===== config.mk =====
export PLATFORM = sky130hd
export DESIGN_NAME = hazard_ctrl_unit
export DESIGN_NICKNAME = d
export VERILOG_FILES = /design/src/rtl/hazard_pkg.sv /design/src/rtl/fwd_sel.sv /design/src/rtl/hazard_ctrl_unit.sv
export SDC_FILE = /design/constraint.sdc
export NUM_CORES = 1
export LEC_CHECK = 0
export CAP_MARGIN = 20
export CORE_ASPECT_RATIO = 0.9
export CORE_MARGIN = 8
export CORE_UTILIZATION = 47
export DETAILED_ROUTE_END_ITERATION = 8
export PLACE_DENSITY = 0.81
export SLEW_MARGIN = 20
export SYNTH_ARGS = -nofsm -noshare
export SYNTH_HDL_FRONTEND = slang
export SYNTH_SLANG_ARGS = --single-unit

===== constraint.sdc =====
create_clock -name clk -period 4 [get_ports clk]
set_input_delay 0.4 -clock clk [delete_from_list [all_inputs] [get_ports clk]]
set_output_delay 0.4 -clock clk [all_outputs]
set_load 0.01 [all_outputs]

===== src/rtl/hazard_pkg.sv =====
// Shared types for the pipeline hazard controller: operand forward selects,
// the load result encoding and the load-use stall FSM states.
package hazard_pkg;

    typedef enum logic [1:0] {
        FWD_RF = 2'd0,
        FWD_W  = 2'd1,
        FWD_M  = 2'd2
    } fwd_sel_t;

    localparam logic [1:0] RESULT_LOAD = 2'b01;

    typedef enum logic {
        HZ_RUN       = 1'b0,
        HZ_LOAD_WAIT = 1'b1
    } hz_state_t;

endpackage


===== src/rtl/fwd_sel.sv =====
// Operand forward select for one E-stage source register.
// The younger result in M wins over W; x0 is never forwarded.
module fwd_sel
    import hazard_pkg::*;
#(
    parameter int ADDRESS_WIDTH = 5
) (
    input  logic [ADDRESS_WIDTH-1:0] Rs,
    input  logic [ADDRESS_WIDTH-1:0] RdM,
    input  logic [ADDRESS_WIDTH-1:0] RdW,
    input  logic                     RegWriteM,
    input  logic                     RegWriteW,
    output fwd_sel_t                 FwdSel
);

    always_comb begin
        FwdSel = FWD_RF;
        if (Rs != '0) begin
            if (RegWriteM && (RdM == Rs)) begin
                FwdSel = FWD_M;
            end else if (RegWriteW && (RdW == Rs)) begin
                FwdSel = FWD_W;
            end
        end
    end

endmodule


===== src/rtl/hazard_ctrl_unit.sv =====
// Hazard controller for the 5-stage core: forwarding, load-use stalls of
// configurable length, memory-wait freeze, branch flush and perf counters.
module hazard_ctrl_unit
    import hazard_pkg::*;
#(
    parameter int ADDRESS_WIDTH     = 5,
    parameter int LOAD_STALL_CYCLES = 1,
    parameter int COUNT_WIDTH       = 32
) (
    input  logic                     clk,
    input  logic                     rst,
    input  logic [ADDRESS_WIDTH-1:0] Rs1D,
    input  logic [ADDRESS_WIDTH-1:0] Rs2D,
    input  logic [ADDRESS_WIDTH-1:0] Rs1E,
    input  logic [ADDRESS_WIDTH-1:0] Rs2E,
    input  logic [ADDRESS_WIDTH-1:0] RdE,
    input  logic [ADDRESS_WIDTH-1:0] RdM,
    input  logic [ADDRESS_WIDTH-1:0] RdW,
    input  logic                     RegWriteM,
    input  logic                     RegWriteW,
    input  logic [1:0]               ResultSrcE,
    input  logic                     PCSrcE,
    input  logic                     MemBusyM,
    output logic [1:0]               ForwardAE,
    output logic [1:0]               ForwardBE,
    output logic                     StallF,
    output logic                     StallD,
    output logic                     StallE,
    output logic                     StallM,
    output logic                     FlushD,
    output logic                     FlushE,
    output logic [COUNT_WIDTH-1:0]   StallCount,
    output logic [COUNT_WIDTH-1:0]   FlushCount
);

    localparam int              CNT_W    = $clog2(LOAD_STALL_CYCLES + 1);
    localparam logic [CNT_W-1:0] CNT_LOAD = CNT_W'(LOAD_STALL_CYCLES - 1);
    localparam logic [CNT_W-1:0] CNT_LAST = CNT_W'(1);

    fwd_sel_t fwd_a;
    fwd_sel_t fwd_b;

    fwd_sel #(.ADDRESS_WIDTH(ADDRESS_WIDTH)) u_fwd_a (
        .Rs(Rs1E), .RdM(RdM), .RdW(RdW),
        .RegWriteM(RegWriteM), .RegWriteW(RegWriteW), .FwdSel(fwd_a)
    );

    fwd_sel #(.ADDRESS_WIDTH(ADDRESS_WIDTH)) u_fwd_b (
        .Rs(Rs2E), .RdM(RdM), .RdW(RdW),
        .RegWriteM(RegWriteM), .RegWriteW(RegWriteW), .FwdSel(fwd_b)
    );

    assign ForwardAE = fwd_a;
    assign ForwardBE = fwd_b;

    hz_state_t        state_q, state_d;
    logic [CNT_W-1:0] cnt_q, cnt_d;
    logic             load_use;
    logic             stall_fd, stall_em, flush_d, flush_e;

    assign load_use = (ResultSrcE == RESULT_LOAD) && (RdE != '0) &&
                      ((Rs1D == RdE) || (Rs2D == RdE));

    always_comb begin
        state_d  = state_q;
        cnt_d    = cnt_q;
        stall_fd = 1'b0;
        stall_em = 1'b0;
        flush_d  = 1'b0;
        flush_e  = 1'b0;
        if (MemBusyM) begin
            // Whole pipe freezes; pending branch/load-use is replayed once memory is ready.
            stall_fd = 1'b1;
            stall_em = 1'b1;
        end else begin
            case (state_q)
                HZ_RUN: begin
                    if (PCSrcE) begin
                        flush_d = 1'b1;
                        flush_e = 1'b1;
                    end else if (load_use) begin
                        stall_fd = 1'b1;
                        flush_e  = 1'b1;
                        if (LOAD_STALL_CYCLES > 1) begin
                            state_d = HZ_LOAD_WAIT;
                            cnt_d   = CNT_LOAD;
                        end
                    end
                end
                HZ_LOAD_WAIT: begin
                    stall_fd = 1'b1;
                    flush_e  = 1'b1;
                    cnt_d    = cnt_q - CNT_LAST;
                    if (cnt_q == CNT_LAST) begin
                        state_d = HZ_RUN;
                    end
                end
                default: state_d = HZ_RUN;
            endcase
        end
    end

    always_ff @(posedge clk or posedge rst) begin
        if (rst) begin
            state_q <= HZ_RUN;
            cnt_q   <= '0;
        end else begin
            state_q <= state_d;
            cnt_q   <= cnt_d;
        end
    end

    // Controls are forced low for the whole reset pulse, not just from the next edge.
    assign StallF = stall_fd & ~rst;
    assign StallD = stall_fd & ~rst;
    assign StallE = stall_em & ~rst;
    assign StallM = stall_em & ~rst;
    assign FlushD = flush_d & ~rst;
    assign FlushE = flush_e & ~rst;

    logic [COUNT_WIDTH-1:0] stall_cnt_q, stall_cnt_d;
    logic [COUNT_WIDTH-1:0] flush_cnt_q, flush_cnt_d;

    always_comb begin
        stall_cnt_d = stall_cnt_q;
        flush_cnt_d = flush_cnt_q;
        if (StallF && (stall_cnt_q != '1)) begin
            stall_cnt_d = stall_cnt_q + 1'b1;
        end
        if (FlushD && (flush_cnt_q != '1)) begin
            flush_cnt_d = flush_cnt_q + 1'b1;
        end
    end

    always_ff @(posedge clk or posedge rst) begin
        if (rst) begin
            stall_cnt_q <= '0;
            flush_cnt_q <= '0;
        end else begin
            stall_cnt_q <= stall_cnt_d;
            flush_cnt_q <= flush_cnt_d;
        end
    end

    assign StallCount = stall_cnt_q;
    assign FlushCount = flush_cnt_q;

endmodule

======== Yosys cells after proc, flatten, opt, wreduce, memory -nomap -nowiden ========
Index checks and enable logic that the tools add are counted.
operators by class
  add/subtract/negate cells ............... 3
  equality and inequality tests ........... 9
  muxes and demuxes ....................... 19
  bitwise gates (word level) .............. 7
  reductions and logical operators ........ 13
operators by type and width
  cell                                                                    count
  32-bit by 1-bit adder with 32-bit output (second input constant)        2
  32-bit inequality test (second input constant)                          2
  5-bit equality test                                                     6
  5-bit nonzero test                                                      3
  1-bit two-way mux                                                       13
  1-bit logical AND                                                       8
  2-bit two-way mux                                                       4
  1-bit AND                                                               4
  1-bit case mux with 2 select lines                                      2
  1-bit NOT                                                               3
  2-bit by 1-bit equality test with 1-bit output (second input constant)  1
  2-bit AND reduction                                                     1
  1-bit logical OR                                                        1
  1-bit subtractor (second input constant)                                1
storage, ports and cells
  register bits ........................... 66
  bits of input ports ..................... 43
  output and inout bits ................... 74
  word-level logic and storage cells ...... 55

======== Logic depth before layout (Yosys ltp) ========
Gate-level depths: netlist of the first run.
  depth in word-level cells ............... 9
  depth in mapped cells ................... 8
  mapped depth without buffers ............ 7

======== Hierarchy ========
From an unflattened synthesis of the first run, not the netlist that was laid out.
second synthesis, totals
  cells, all modules ...................... 348
  area, all modules ....................... 3574.7 um^2
modules (own cells, without submodules)
  module            times used  cells an instance  area an instance (um^2)  seq. area each (um^2)
  hazard_ctrl_unit  1           312                3309.4                   1651.6
  fwd_sel           2           18                 132.6                    0.0

======== Worst setup path after synthesis of the first run ========
OpenSTA, ideal clock, no wires.
  kind .................................... input-to-output
  start point ............................. in rst
  end point ............................... out StallF
  arrival ................................. 2.831 ns
  required time ........................... 3.600 ns
  slack ................................... 0.769 ns
  stages on the path ...................... 5
  buffers on the path ..................... 2
  path through ............................ inv_1 > o21ai_0 > o41ai_4 > buf_2 > buf_4
between the ends
  longest elaborated chain between the ends .. 2
ends and longest elaborated chain
  item                line                    RTL
  start: declaration  hazard_ctrl_unit.sv:11  input logic rst,
  1-bit NOT           --
  1-bit AND           --
  end: declaration    hazard_ctrl_unit.sv:26  output logic StallF,
Every way passes these cells.

======== Worst setup path after layout of the first run ========
  start point ............................. in RdE[1]
  end point ............................... out FlushE
between the ends
  longest elaborated chain between the ends .. 8
  elaborated cells between the ends (all ways) .. 11
  classes of those cells .................. 2 x eq/ne; 4 x mux; 1 x bitwise; 4 x reduce/logical
ends and longest elaborated chain
  item                                                              line                                            RTL
  start: declaration                                                hazard_ctrl_unit.sv:16                          input logic [ADDRESS_WIDTH-1:0] RdE,
  5-bit equality test / 5-bit nonzero test (equally long branches)  hazard_ctrl_unit.sv:62, hazard_ctrl_unit.sv:61
  1-bit logical OR / 1-bit logical AND (equally long branches)      hazard_ctrl_unit.sv:62, hazard_ctrl_unit.sv:61
  1-bit logical AND *                                               hazard_ctrl_unit.sv:61                          assign load_use = (ResultSrcE == RESULT_LOAD) && (RdE != '0) &&
  1-bit two-way mux *                                               hazard_ctrl_unit.sv:81                          end else if (load_use) begin
  1-bit two-way mux *                                               hazard_ctrl_unit.sv:78                          if (PCSrcE) begin
  1-bit case mux with 2 select lines *                              hazard_ctrl_unit.sv:76                          case (state_q)
  1-bit two-way mux *                                               hazard_ctrl_unit.sv:71                          if (MemBusyM) begin
  1-bit AND *                                                       hazard_ctrl_unit.sv:119                         assign FlushE = flush_e & ~rst;
  end: declaration                                                  hazard_ctrl_unit.sv:31                          output logic FlushE,
Every way passes the cells marked *; elsewhere a longest branch is shown, timed or not.

==> summary.txt, run 1 <==
Status
  – Run status: complete, no violations

Yosys
  – Post-synth cell types: 40
  – Synthesized area: 3610 um^2
  – Avg Cell Area, Syn: 10.5 um^2
  – Post-synthesis sequential area ratio: 45.7%
  – Synth Register Bits: 66
  – Net count after synthesis: 390
  – Number of flops mapped to enable cells by yosys: 0
  – Async set-reset flop share out of synthesis: 100%
  – Most used DFF post-synth: dfrtp_1
  – Post-Synthesis Cells: 345
  – Number of synthesis warnings: 0

Worst setup path
  – Crit path launch: RdE[1]
  – Reg2reg start: StallCount[9]$_DFFE_PP0P_
  – Worst Path Class, Setup: input port to primary output
  – Worst path required time: 3.60 ns
  – Startpoint Class: input port
  – Critical Path Fanout Max: 3
  – CP endpoint kind: primary output
  – Setup slack, reg-to-reg: 1.62 ns
  – Arr. time, crit path: 2.67 ns

Routing
  – DR pass1 iterations: 4
  – DRT iter0 DRCs: 127
  – Final wirelength: 9530 um
  – Wire per inst: 16.8 um
  – Via count: 3048
  – Final ANT Viol Nets: 0
  – Drc violations: 0
  – Vias per std cell: 5.38

STA
  – Final worst slack: 0.932 ns
  – Part of the cycle the worst path needs: 76.7%
  – Final hold vios: 0
  – Setup Total Neg Slack: 0 ns
  – Max Clock Skew: 0.00804 ns
  – Max Transition Viols Final: 0
  – Final setup viols: 0
  – RSZ-0062 raised after global routing: false
  – Worst Tran Pin Value: 0.824 ns
  – Fin crit period: 3.07 ns
  – Rel. slew slack: 45.0%
  – Max Fclk: 326 MHz

Global routing
  – Met2 usage: 30.4%
  – Met3 Use GR: 6.79%
  – Total track usage: 18.0%
  – Antenna violations before repair: 0
  – Largest net degree at the start of global routing: 67
  – Vias in the first global route: 3204
  – Global-route wire length before repair: 15700 um
  – Busiest grt layer: met2
  – Met1 GRT Util: 21.4%
  – Total congestion overflow: 0

Worst hold path
  – Hold WC Path Type: flop to flop
  – Hold_sp: cnt_q$_DFFE_PP0P_

Layout
  – Final design utilization: 67.7%
  – Fraction of layout cells with a size suffix above 1: 7.43%
  – Final cell count without fillers: 567
  – Area added between synthesis and finish: 40.7%
  – Diodes inserted: 0
  – Final nets: 511

Power
  – Pwr dens: 343 nW/um^2
  – Maximum vdd drop: 316 uV
  – Post-layout total power: 1.74 mW
  – LEAKAGE: 2.12 nW

Floorplan
  – FP Rows: 30
  – # IOs: 117
  – Core area: 7510 um^2
  – Die Y: 99.2 um
  – Die area: 10800 um^2
  – Die Wd: 108 um
  – Initial Util: 48.1%

Placement
  – Dpl hpwl: 7330 um
  – Cells after DPL: 551
  – Gpl congestion: 0.827
  – Number of port buffers: 116
  – Worst slack at placement: 0.951 ns

CTS
  – Clock Pin Slew Worst Setup and Hold Paths: 0.07 ns
  – Post-CTS Repair Setup Buffers: 0
  – H-Tree Depth: 3
  – Cts hold-fix bufs: 0
  – Cts bufs inserted: 9
  – Clk Latency, worst-skew pair: 0.34 ns
  – Root Driver: clkbuf_8
  – TritonCTS Sinks: 66
  – CTS tree: built
  – Post-CTS sizing: 0
  – Bufs on Longest Clock Path: 2

Job
  – Max-cap viol count: 0
## layout make-up
cell class	instances	area, um^2
fill	576	2420
multi-input combinational	265	1890
sequential	66	1650
timing repair buffer	118	1180
clock buffer	11	141
tap	96	120
clock inverter	5	77.6
inverter	6	22.5
## per-layer routing
layer / vias up / wire [um]
met1: 1474 / 3990
met5: - / 0
met3: 5 / 696
met4: 0 / 43
met2: 110 / 4800
li1: 1459 / -
## power breakdown
part / internal, mW / switching [mW]
clock network: 0.366 / 0.248
logic: 0.198 / 0.141
registers: 0.717 / 0.0723
## state kept, by name, indices dropped and copies added, names as in the netlist
signal and cells:
state_q 1, FlushCount 32, StallCount 32, cnt_q 1
## Yosys cell counts (all sizes together), types with 4 or more instances
cell type,instances,area (um^2)
and2,4,26.3
and4,9,78.8
nor2,19,78.8
nand3,33,170
inv,6,22.5
nand2,21,86.3
xor2,29,254
xnor2,64,561
nor3,7,35.0
buf,7,42.5
or4,4,33.8
and3,22,144
nor4b,5,65.1
nand4,26,163
dfrtp,66,1650
## worst paths after layout
path	end	cells past startpoint
max reg2reg	StallCount[1]$_DFFE_PP0P_	6
min	cnt_q$_DFFE_PP0P_	1
min in group asynchronous	StallCount[13]$_DFFE_PP0P_	3
max	FlushE	6
max in group asynchronous	FlushCount[13]$_DFFE_PP0P_	3
min reg2reg	cnt_q$_DFFE_PP0P_	1
## cell usage in the layout, fill, tap and decap left out, types with 2 or more instances in the layout
| master | synthesis | layout |
|---|---|---|
| and2_1 | 3 | 3 |
| buf_4 | 3 | 2 |
| nand4_1 | 26 | 26 |
| nor2_2 | 3 | 3 |
| nand2_1 | 20 | 20 |
| clkdlybuf4s50_1 | 0 | 116 |
| o31ai_1 | 2 | 2 |
| ha_1 | 2 | 2 |
| and4_1 | 9 | 9 |
| and3_1 | 17 | 17 |
| nor2_1 | 16 | 16 |
| xnor2_1 | 64 | 64 |
| nor3_1 | 7 | 7 |
| or4_1 | 3 | 3 |
| bufinv_16 | 0 | 2 |
| nor4_1 | 3 | 3 |
| inv_1 | 6 | 5 |
| dfrtp_1 | 66 | 66 |
| o21ai_0 | 2 | 2 |
| nor4b_1 | 3 | 3 |
| nand3_1 | 32 | 32 |
| clkinv_2 | 0 | 2 |
| and3_2 | 5 | 5 |
| clkbuf_8 | 0 | 10 |
| xor2_1 | 29 | 29 |
| nor2b_1 | 3 | 3 |
## metrics by stage
stage               hold WS, ns  instance area, um^2
CTS                       0.488                 5080
global route              0.504                 5080
finish                    0.487                 5080
floorplan                 0.440                 3610
detailed placement        0.476                 4860
global placement          0.457                 4860
## logic make-up after synthesis
family                     after synthesis  synth area share [%]
buffers and inverters                   14                  1.90
muxes                                    1                 0.312
xor gates and xnor gates                93                  22.5
and+or+nand+nor                        159                  26.0
AOI/OAI and AO/OA                       10                  2.84
DFF                                     66                  45.7
adders and majority gates                2                 0.692
## worst max-delay path, cell delays in order
cell and delay (ns):
clkdlybuf4s50_1 0.47, or4_1 0.53, o21ai_0 0.40, nor2_1 0.08
o311a_1 0.30, clkdlybuf4s50_1 0.48
Power figures use the tool's default switching activity.
==> inputs of run 2 (changes only) <==
Clock period 4 ns to 3.2 ns, I/O delays scaled along.
==> run 2 against run 1 <==
Flip-flop and latch count stayed put. Wire length down 0.52%. Largest cell class unchanged. Largest power group unchanged. First-iteration DRC count is 15% lower. Highest routed layer unchanged. Clock power is 38% higher. Sequential share of layout area fell by 0.25 points. Final cell count grew 0.35%. Power is 30% higher.
==> summary.txt, run 2 (synthesis results as in run 1) <==
STA
  – Final worst slack: 0.462 ns (was 0.932 ns)
  – Setup Total Neg Slack: 0 ns (unchanged)
  – Final hold vios: 0 (unchanged)
  – Max Transition Viols Final: 0 (unchanged)
  – Max Fclk: 365 MHz
  – Worst Tran Pin Value: 0.757 ns (was 0.824 ns)
  – Final setup viols: 0 (unchanged)
  – Max Clock Skew: 0.0123 ns (was 0.00804 ns)
  – Rel. slew slack: 49.5% (was 45.0%)
  – Part of the cycle the worst path needs: 85.6%
  – Fin crit period: 2.74 ns
  – RSZ-0062 raised after global routing: false (unchanged)

Worst setup path
  – Worst path required time: 2.88 ns (was 3.60 ns)
  – Startpoint Class: input port (unchanged)
  – Arr. time, crit path: 2.42 ns (was 2.67 ns)
  – Critical Path Fanout Max: 3 (unchanged)
  – Worst Path Class, Setup: input port to primary output (unchanged)
  – CP endpoint kind: primary output (unchanged)
  – CP max stage delay: 0.55 ns (was 0.53 ns)
  – Crit-path slowest cell: or4_1 (unchanged)
  – Most used cell, CP: clkdlybuf4s50_1 (unchanged)
  – Critical-path cell list: clkdlybuf4s50_1, or4_1, o21ai_0, nor2_1, o311a_1, clkdlybuf4s50_1 (unchanged)

CTS
  – Post-CTS sizing: 0 (unchanged)
  – Bufs on Longest Clock Path: 2 (unchanged)
  – CTS tree: built (unchanged)
  – Clk Latency, worst-skew pair: 0.34 ns (about the same)
  – TritonCTS Sinks: 66 (unchanged)
  – Post-CTS Repair Setup Buffers: 0 (unchanged)
  – Clock Pin Slew Worst Setup and Hold Paths: 0.08 ns (was 0.07 ns)
  – Root Driver: clkbuf_8 (unchanged)
  – H-Tree Depth: 3 (unchanged)
  – Cts bufs inserted: 9 (unchanged)
  – Cts hold-fix bufs: 0 (unchanged)

Routing
  – Via count: 3037 (was 3048)
  – Top sig layer: met4 (unchanged)
  – Final wirelength: 9480 um (was 9530 um)
  – DR WL met3: 553 um (was 696 um)
  – Met2 wire length: 4580 um (was 4800 um)
  – Drc violations: 0 (unchanged)
  – Final ANT Viol Nets: 0 (unchanged)
  – DRT iter0 DRCs: 108 (was 127)
  – Vias per std cell: 5.34 (was 5.38)
  – Wire per inst: 16.7 um (was 16.8 um)
  – DR pass1 iterations: 4 (unchanged)
  – Wl on met1: 4250 um (was 3990 um)

Power
  – Post-layout total power: 2.26 mW (was 1.74 mW)
  – Pwr dens: 441 nW/um^2 (was 343 nW/um^2)
  – LEAKAGE: 2.13 nW (was 2.12 nW)
  – Maximum vdd drop: 354 uV (was 316 uV)

Job
  – Max-cap viol count: 0 (unchanged)

Worst hold path
  – Hold WC Path Type: input port to async pin (was flop to flop)

Placement
  – Placed Area: 4880 um^2 (was 4860 um^2)
  – Number of port buffers: 116 (unchanged)
  – Gpl congestion: 0.822 (was 0.827)
  – Worst slack at placement: 0.471 ns (was 0.951 ns)
  – Dpl hpwl: 7360 um (was 7330 um)

Global routing
  – Total track usage: 17.7% (was 18.0%)
  – Vias in the first global route: 3116 (was 3204)
  – Global-route wire length before repair: 15500 um (was 15700 um)
  – Total congestion overflow: 0 (unchanged)
  – Largest net degree at the start of global routing: 62 (was 67)
  – Antenna violations before repair: 0 (unchanged)

Layout
  – Final nets: 513 (was 511)
  – Post-layout instance area: 5120 um^2 (was 5080 um^2)
  – Fraction of layout cells with a size suffix above 1: 7.82% (was 7.43%)
  – Diodes inserted: 0 (unchanged)
  – Commonest non-fill, non-tap cell in the layout: clkdlybuf4s50_1 (unchanged)
  – Area added between synthesis and finish: 41.7% (was 40.7%)
  – Most frequent cells in the layout: 116 x clkdlybuf4s50_1, 66 x dfrtp_1, 64 x xnor2_1 (unchanged)
  – Fill count: 611 (was 576)

Floorplan
  – Core area: 7510 um^2 (unchanged)
  – Die Y: 99.2 um (unchanged)
  – # IOs: 117 (unchanged)
  – FP Rows: 30 (unchanged)
  – Die area: 10800 um^2 (unchanged)
  – Die Wd: 108 um (unchanged)
  – Initial Util: 48.1% (unchanged)

Status
  – Run status: complete, no violations (unchanged)
-- run 2: final cells by class --
class                      instances  area (um^2)  area share, %
clock buffer                      10          128           2.49
clock inverter                     6          115           2.25
inverter                           6         22.5          0.440
multi-input combinational        265         1890           37.0
sequential                        66         1650           32.3
tap                               96          120           2.35
timing repair buffer             120         1190           23.3
-- run 2: worst paths after layout --
path	start	end	slack, ns	cells past startpoint
worst max-delay path	RdE[1]	FlushE	0.46	6
worst min-delay path	rst	StallCount[5]$_DFFE_PP0P_	0.38	2
worst max register to register	StallCount[11]$_DFFE_PP0P_	StallCount[14]$_DFFE_PP0P_	0.98	6
worst min register to register	cnt_q$_DFFE_PP0P_	cnt_q$_DFFE_PP0P_	0.47	1
max in group asynchronous	rst	FlushCount[5]$_DFFE_PP0P_	1.83	3
min in group clk	cnt_q$_DFFE_PP0P_	cnt_q$_DFFE_PP0P_	0.47	1
-- run 2: power by group --
group          internal (mW)  total (mW)  switching, mW
Clock                  0.521       0.849          0.328
Combinational          0.248       0.423          0.175
Sequential             0.896       0.988         0.0919
Total                   1.66        2.26          0.595
-- run 2: routing by layer --
layer / GRT usage [%] / vias up
met4: 4.21 / 0
li1: - / 1467
met2: 28.6 / 85
met1: 22.2 / 1477
met5: 0 / -
met3: 5.82 / 8
-- run 2: worst max-delay path: cells and delay by family --
family / cells / cell delay, ns
compound gates: 2 / 0.53
buf+inv: 2 / 0.96
simple gates: 2 / 0.62
-- run 2: through the flow --
stage / std cells / hold WS (ns) / utilization (%)
after floorplan: 345 / 0.440 / -
after global placement: 553 / 0.457 / 65.0
after detailed placement: 553 / 0.460 / 65.0
after CTS: 569 / 0.371 / 68.2
after global routing: 569 / 0.397 / 68.2
final: 569 / 0.384 / 68.2
==> inputs of run 3 (changes only) <==
Settings changed: CAP_MARGIN 20 to not set.
==> results of run 3 <==
Same layout as run 2: the final DEF is identical, and so are final timing and power.
==> patch 1 (settings of run 3) <==
The parameter `COUNT_WIDTH` goes from 32 to 64.
--- a/src/rtl/hazard_ctrl_unit.sv
+++ b/src/rtl/hazard_ctrl_unit.sv
@@ -5,7 +5,7 @@
 #(
     parameter int ADDRESS_WIDTH     = 5,
     parameter int LOAD_STALL_CYCLES = 1,
-    parameter int COUNT_WIDTH       = 32
+    parameter int COUNT_WIDTH       = 64
 ) (
     input  logic                     clk,
     input  logic                     rst,
Interface: changed (resized FlushCount and StallCount); port bits go from 117 to 181. No check against the original RTL was run, so the function may have changed too.
==> patch 1 against run 3 <==
  * Worst setup slack worse by 0.22 ns
  * Routed wire length rose by 110%
  * Total power is 100% higher
  * Final cell count grew 91%
  * Sequential cell count grew 64
  * Cell area is 88% higher
  * Synthesized area is 94% higher
  * Count of clock-buffer cells in the layout up 10
==> patch 1: results (changes against run 3) <==
[route]
via_per_inst = 5.60  ; +4.9%
firstDrtPassIters = 5  ; +1
wirelength_um = 19500  ; +110%
drt_iter0_drc = 493  ; +360%
top_layer = met4
route.met2.wl_um = 9220  ; +100%
m1WireLength_um = 8480  ; +100%
met3_length_um = 1460  ; +160%

[critical_path]
reg2reg_depth = 6  ; unchanged
worst-path-max-fanout = 9  ; +6
arrival_ns = 2.63  ; +0.21 ns
critical_path.slowest_cell = or4_1
path_delay_family = buffers and inverters
max_stage_delay_ns = 0.54

[synth]
synth_nets = 736  ; +89%
yosys-top-cells-count = 130 x dfrtp_1, 79 x xnor2_1, 78 x xor2_1
yosys_warnings = 0  ; unchanged
yosys-top-cells-area = dfrtp_1 46%, xnor2_1 9.9%, xor2_1 9.8%
netlist-cell-type-count = 55  ; +38%
yosysSeqAreaShare_pct = 46.4  ; +0.74 points
synth_enable_flop_cells = 0  ; unchanged
syn_inst = 691  ; +100%
synthArstFlopShare_pct = 100  ; unchanged

[sta]
drv_slew = 0  ; unchanged
tightestPinTransition_ns = 0.740  ; -0.0173 ns
skew_ns = 0.0110  ; -0.00123 ns

[placement]
port_buffers = 180  ; +55%
gp_congestion = 0.891  ; +8.3%
dpl-instance-area_um2 = 9030  ; +85%
post-place-ws_ns = 0.237  ; -0.234 ns
hpwl_um = 14100  ; +91%

[power]
pwr-share-comb_pct = 13.6  ; -5.1 points
ir_worst_vdd_mv = 0.610  ; +72%
p_clk_w = 0.00199  ; +130%
switchingPower_w = 0.00115  ; +93%
leakage_nw = 4.05  ; +90%
largestPowerGroup = the clock network
seq_power_share_pct = 42.3  ; -1.4 points

[clock_tree]
cts_setup_buffers = 0  ; unchanged
h-tree-depth = 4  ; +1
clk_latency_ns = 0.42  ; +0.08 ns
clockBufferDepth = 2  ; unchanged
cts_resized = 0  ; unchanged
path_clk_slew_ns = 0.05  ; -0.03 ns
clockRootBuffer = clkbuf_16
cts_buffers = 17  ; +8

[grt]
grt_pass1_wl_um = 31400  ; +100%
grt_max_degree = 131  ; +110%
grt.total_usage_pct = 20.6  ; +2.9 points
antenna_found_initial = 0  ; unchanged
grt_pass1_vias = 5946  ; +91%

[cells_and_area]
layout-drive-gt1-share_pct = 8.33  ; +0.51 points
n_antenna_cell = 0  ; unchanged
final_nets = 920  ; +79%
layoutNonFillerInstCount = 1086  ; +91%

[worst_hold_path]
hp-class = flop to flop
hold_depth = 1

[status]
status = finished, final reports clean

patch 1: final cells by class:
type	count	area, µm²
fillers	1155	5020
multi-input cells	526	3600
flip-flops and latches	130	3250
repair buffers	187	1880
clock buffers	20	457
well taps	198	248
clock inverters	12	155
inverters	13	52.6
patch 1: path summary, 6_finish.rpt:
check | start | to | slack [ns]
worst max-delay path | RdE[1] | StallD | 0.25
worst min-delay path | cnt_q | cnt_q | 0.47
worst max register to register | StallCount[13] | StallCount[55] | 0.62
worst min register to register | cnt_q | cnt_q | 0.47
max in group asynchronous | rst | FlushCount[12] | 2.10
min in group asynchronous | rst | FlushCount[24] | 0.61
patch 1: cells by family after synthesis:
group | share of synthesized area [%]
AOI/OAI and AO/OA | 1.57
and+or+nand+nor | 29.3
muxes | 0.322
adders and majority gates | 0.357
xor gates and xnor gates | 19.6
DFF | 46.4
buffers and inverters | 2.36
patch 1: routing by layer:
metal	vias up	track usage (%)
met3	34	5.21
met4	0	6.82
met2	253	32.2
li1	2853	-
met1	2943	27.1
met5	-	0
==> patch 2 (config.mk and constraints of run 3) <==
Without the edit above. Reset style: synchronous (`rst`), changed in 2 clocked blocks.
--- a/src/rtl/hazard_ctrl_unit.sv
+++ b/src/rtl/hazard_ctrl_unit.sv
@@ -100,7 +100,7 @@
         end
     end
 
-    always_ff @(posedge clk or posedge rst) begin
+    always_ff @(posedge clk) begin
         if (rst) begin
             state_q <= HZ_RUN;
             cnt_q   <= '0;
@@ -132,7 +132,7 @@
         end
     end
 
-    always_ff @(posedge clk or posedge rst) begin
+    always_ff @(posedge clk) begin
         if (rst) begin
             stall_cnt_q <= '0;
             flush_cnt_q <= '0;
Formal check against the unedited RTL: differs if rst is asserted again (counterexample within 4 cycles, from zero or initial values and one cycle with rst high); with rst held inactive, the same outputs for 10 cycles.
==> patch 2 against run 3 <==
  * Count of clock-buffer cells in the layout increased by 1
  * Clock skew decreased by 0.0029 ns
  * Worst setup slack got worse by 0.072 ns
  * Sequential cell count unchanged
  * Global-route usage increased by 0.52 points
  * Die area decreased by 0.65%
  * Routed wire length increased by 3.1%
  * Non-clock buffer count decreased by 2
  * Synthesized area decreased by 0.76%
  * Final cell count increased by 13%
  * Cell area decreased by 2.3%
Power is not compared: it rests on default switching activity, and its combinational part moved more than twofold at a synthesized area within 25%.
==> patch 2: results (changes against run 3) <==
[route]
met3_length_um = 599  ; +8.3%
via_per_inst = 5.35  ; +0.30%
m1WireLength_um = 4240  ; about the same
top_layer = met4
route.met2.wl_um = 4790  ; +4.6%
drt_iter0_drc = 240  ; +120%
firstDrtPassIters = 4  ; unchanged
route.detailed.wl_per_inst_um = 15.1  ; -9.1%

[sta]
maxSlewHeadroom_pct = 44.4  ; -5.1 points
skew_ns = 0.00940  ; -0.00287 ns

[clock_tree]
clk_latency_ns = 0.33
cts_setup_buffers = 0  ; unchanged
path_clk_slew_ns = 0.07
clockBufferDepth = 2  ; unchanged

[placement]
dpl-instance-area_um2 = 4790  ; -1.9%
hpwl_um = 7360  ; about the same
port_buffers = 116  ; unchanged
post-place-ws_ns = 0.346  ; -0.125 ns
gp_congestion = 0.817  ; -0.57%

[grt]
grt.total_usage_pct = 18.2  ; +0.52 points
grt_pass1_wl_um = 16000  ; +3.5%
grt_max_degree = 70  ; +13%
grt_pass1_vias = 3396  ; +9.0%

[critical_path]
arrival_ns = 2.49  ; +0.07 ns
cp-start-kind = primary input
r2r_start = FlushCount[20]
critical_path.slowest_cell = clkdlybuf4s50_1
max_stage_delay_ns = 0.60  ; +0.05 ns
startpoint = RdE[2]

[synth]
muxShareOfSynthArea_pct = 0.279  ; -0.032 points
synth_xor_area_share_pct = 19.8  ; -2.8 points
yosys_warnings = 0  ; unchanged
netlist-cell-type-count = 45  ; +13%
synth.most_common_cell = nor2_1
yosysSeqAreaShare_pct = 36.8  ; -8.9 points
synthArstFlopShare_pct = 0  ; -100 points
yosys-top-cells-area = dfxtp_1 37%, xor2_1 15%, nor2_1 7.0%
synth-adder-area-share_pct = 0.698  ; +0.0053 points
synth-compound-area-share_pct = 4.92  ; +2.1 points
synth_nets = 477  ; +22%
yosys-top-cells-count = 67 x nor2_1, 66 x dfxtp_1, 62 x xor2_1

[status]
status = finished, final reports clean

[worst_hold_path]
hp-class = flop to flop

[cells_and_area]
final_nets = 589  ; +15%
layout-drive-gt1-share_pct = 5.83  ; -2.0 points
n_antenna_cell = 0  ; unchanged

[power]
leakage_nw = 1.75

## patch 2: cell count changes in the layout (fill, tap and decap cells not counted), sizes merged, moves of 9 or more
cell,before,now
or3,0,9
xnor2,64,19
nor2,19,68
xor2,29,62
dfxtp,0,66
dfrtp,66,0
a21oi,1,13
## patch 2: final timing paths
path | cells after the start | slack (ns) | to
hold / removal | 2 | 0.51 | StallCount[29]
setup reg to reg | 7 | 0.60 | FlushCount[21]
hold reg to reg | 2 | 0.51 | StallCount[29]
setup / recovery | 7 | 0.39 | StallD
## patch 2: stage by stage
stage / hold slack [ns] / instances
detailed placement: 0.505 / 629
CTS: 0.515 / 645
global placement: 0.479 / 629
global route: 0.533 / 645
finish: 0.508 / 645
floorplan: 0.477 / 432
## patch 2: layout make-up
cell class,instances,area [µm²]
fillers,628,2460
repair buffers,118,1170
multi-input cells,341,2140
clock buffers,11,141
flip-flops and latches,66,1320
well taps,96,120
inverters,8,30.0
clock inverters,5,77.6
## patch 2: kinds of logic (layout without fill, tap and decap cells)
kind of cell	count (synthesis)	count (layout)
fa+ha+maj	2	2
mux	1	1
xor+xnor	81	81
flops	66	66
buf+inv	25	142
simple gates	228	228
compound gates	29	29
## patch 2: report_power, final
part	internal (W)	switching (W)	leakage, nW
logic	0.0000890	0.0000746	1.11
registers	0.000824	0.00000467	0.532
clock network	0.000458	0.000317	0.109
total	0.00137	0.000396	1.75
## patch 2: worst reg2reg max path: stages (launching register included)
cell and delay (ns):
dfxtp_1 0.46, nand4_1 0.18, or4_1 0.66, o211ai_1 0.74, nor2_2 0.10, nand2_1 0.12, xor2_1 0.17, nor2_1 0.05
## patch 2: layer usage
layer | vias to the layer above | GRT usage (%)
met4 | 0 | 7.46
met5 | - | 0
li1 | 1717 | -
met2 | 88 | 29.8
met3 | 10 | 5.09
met1 | 1638 | 21.7
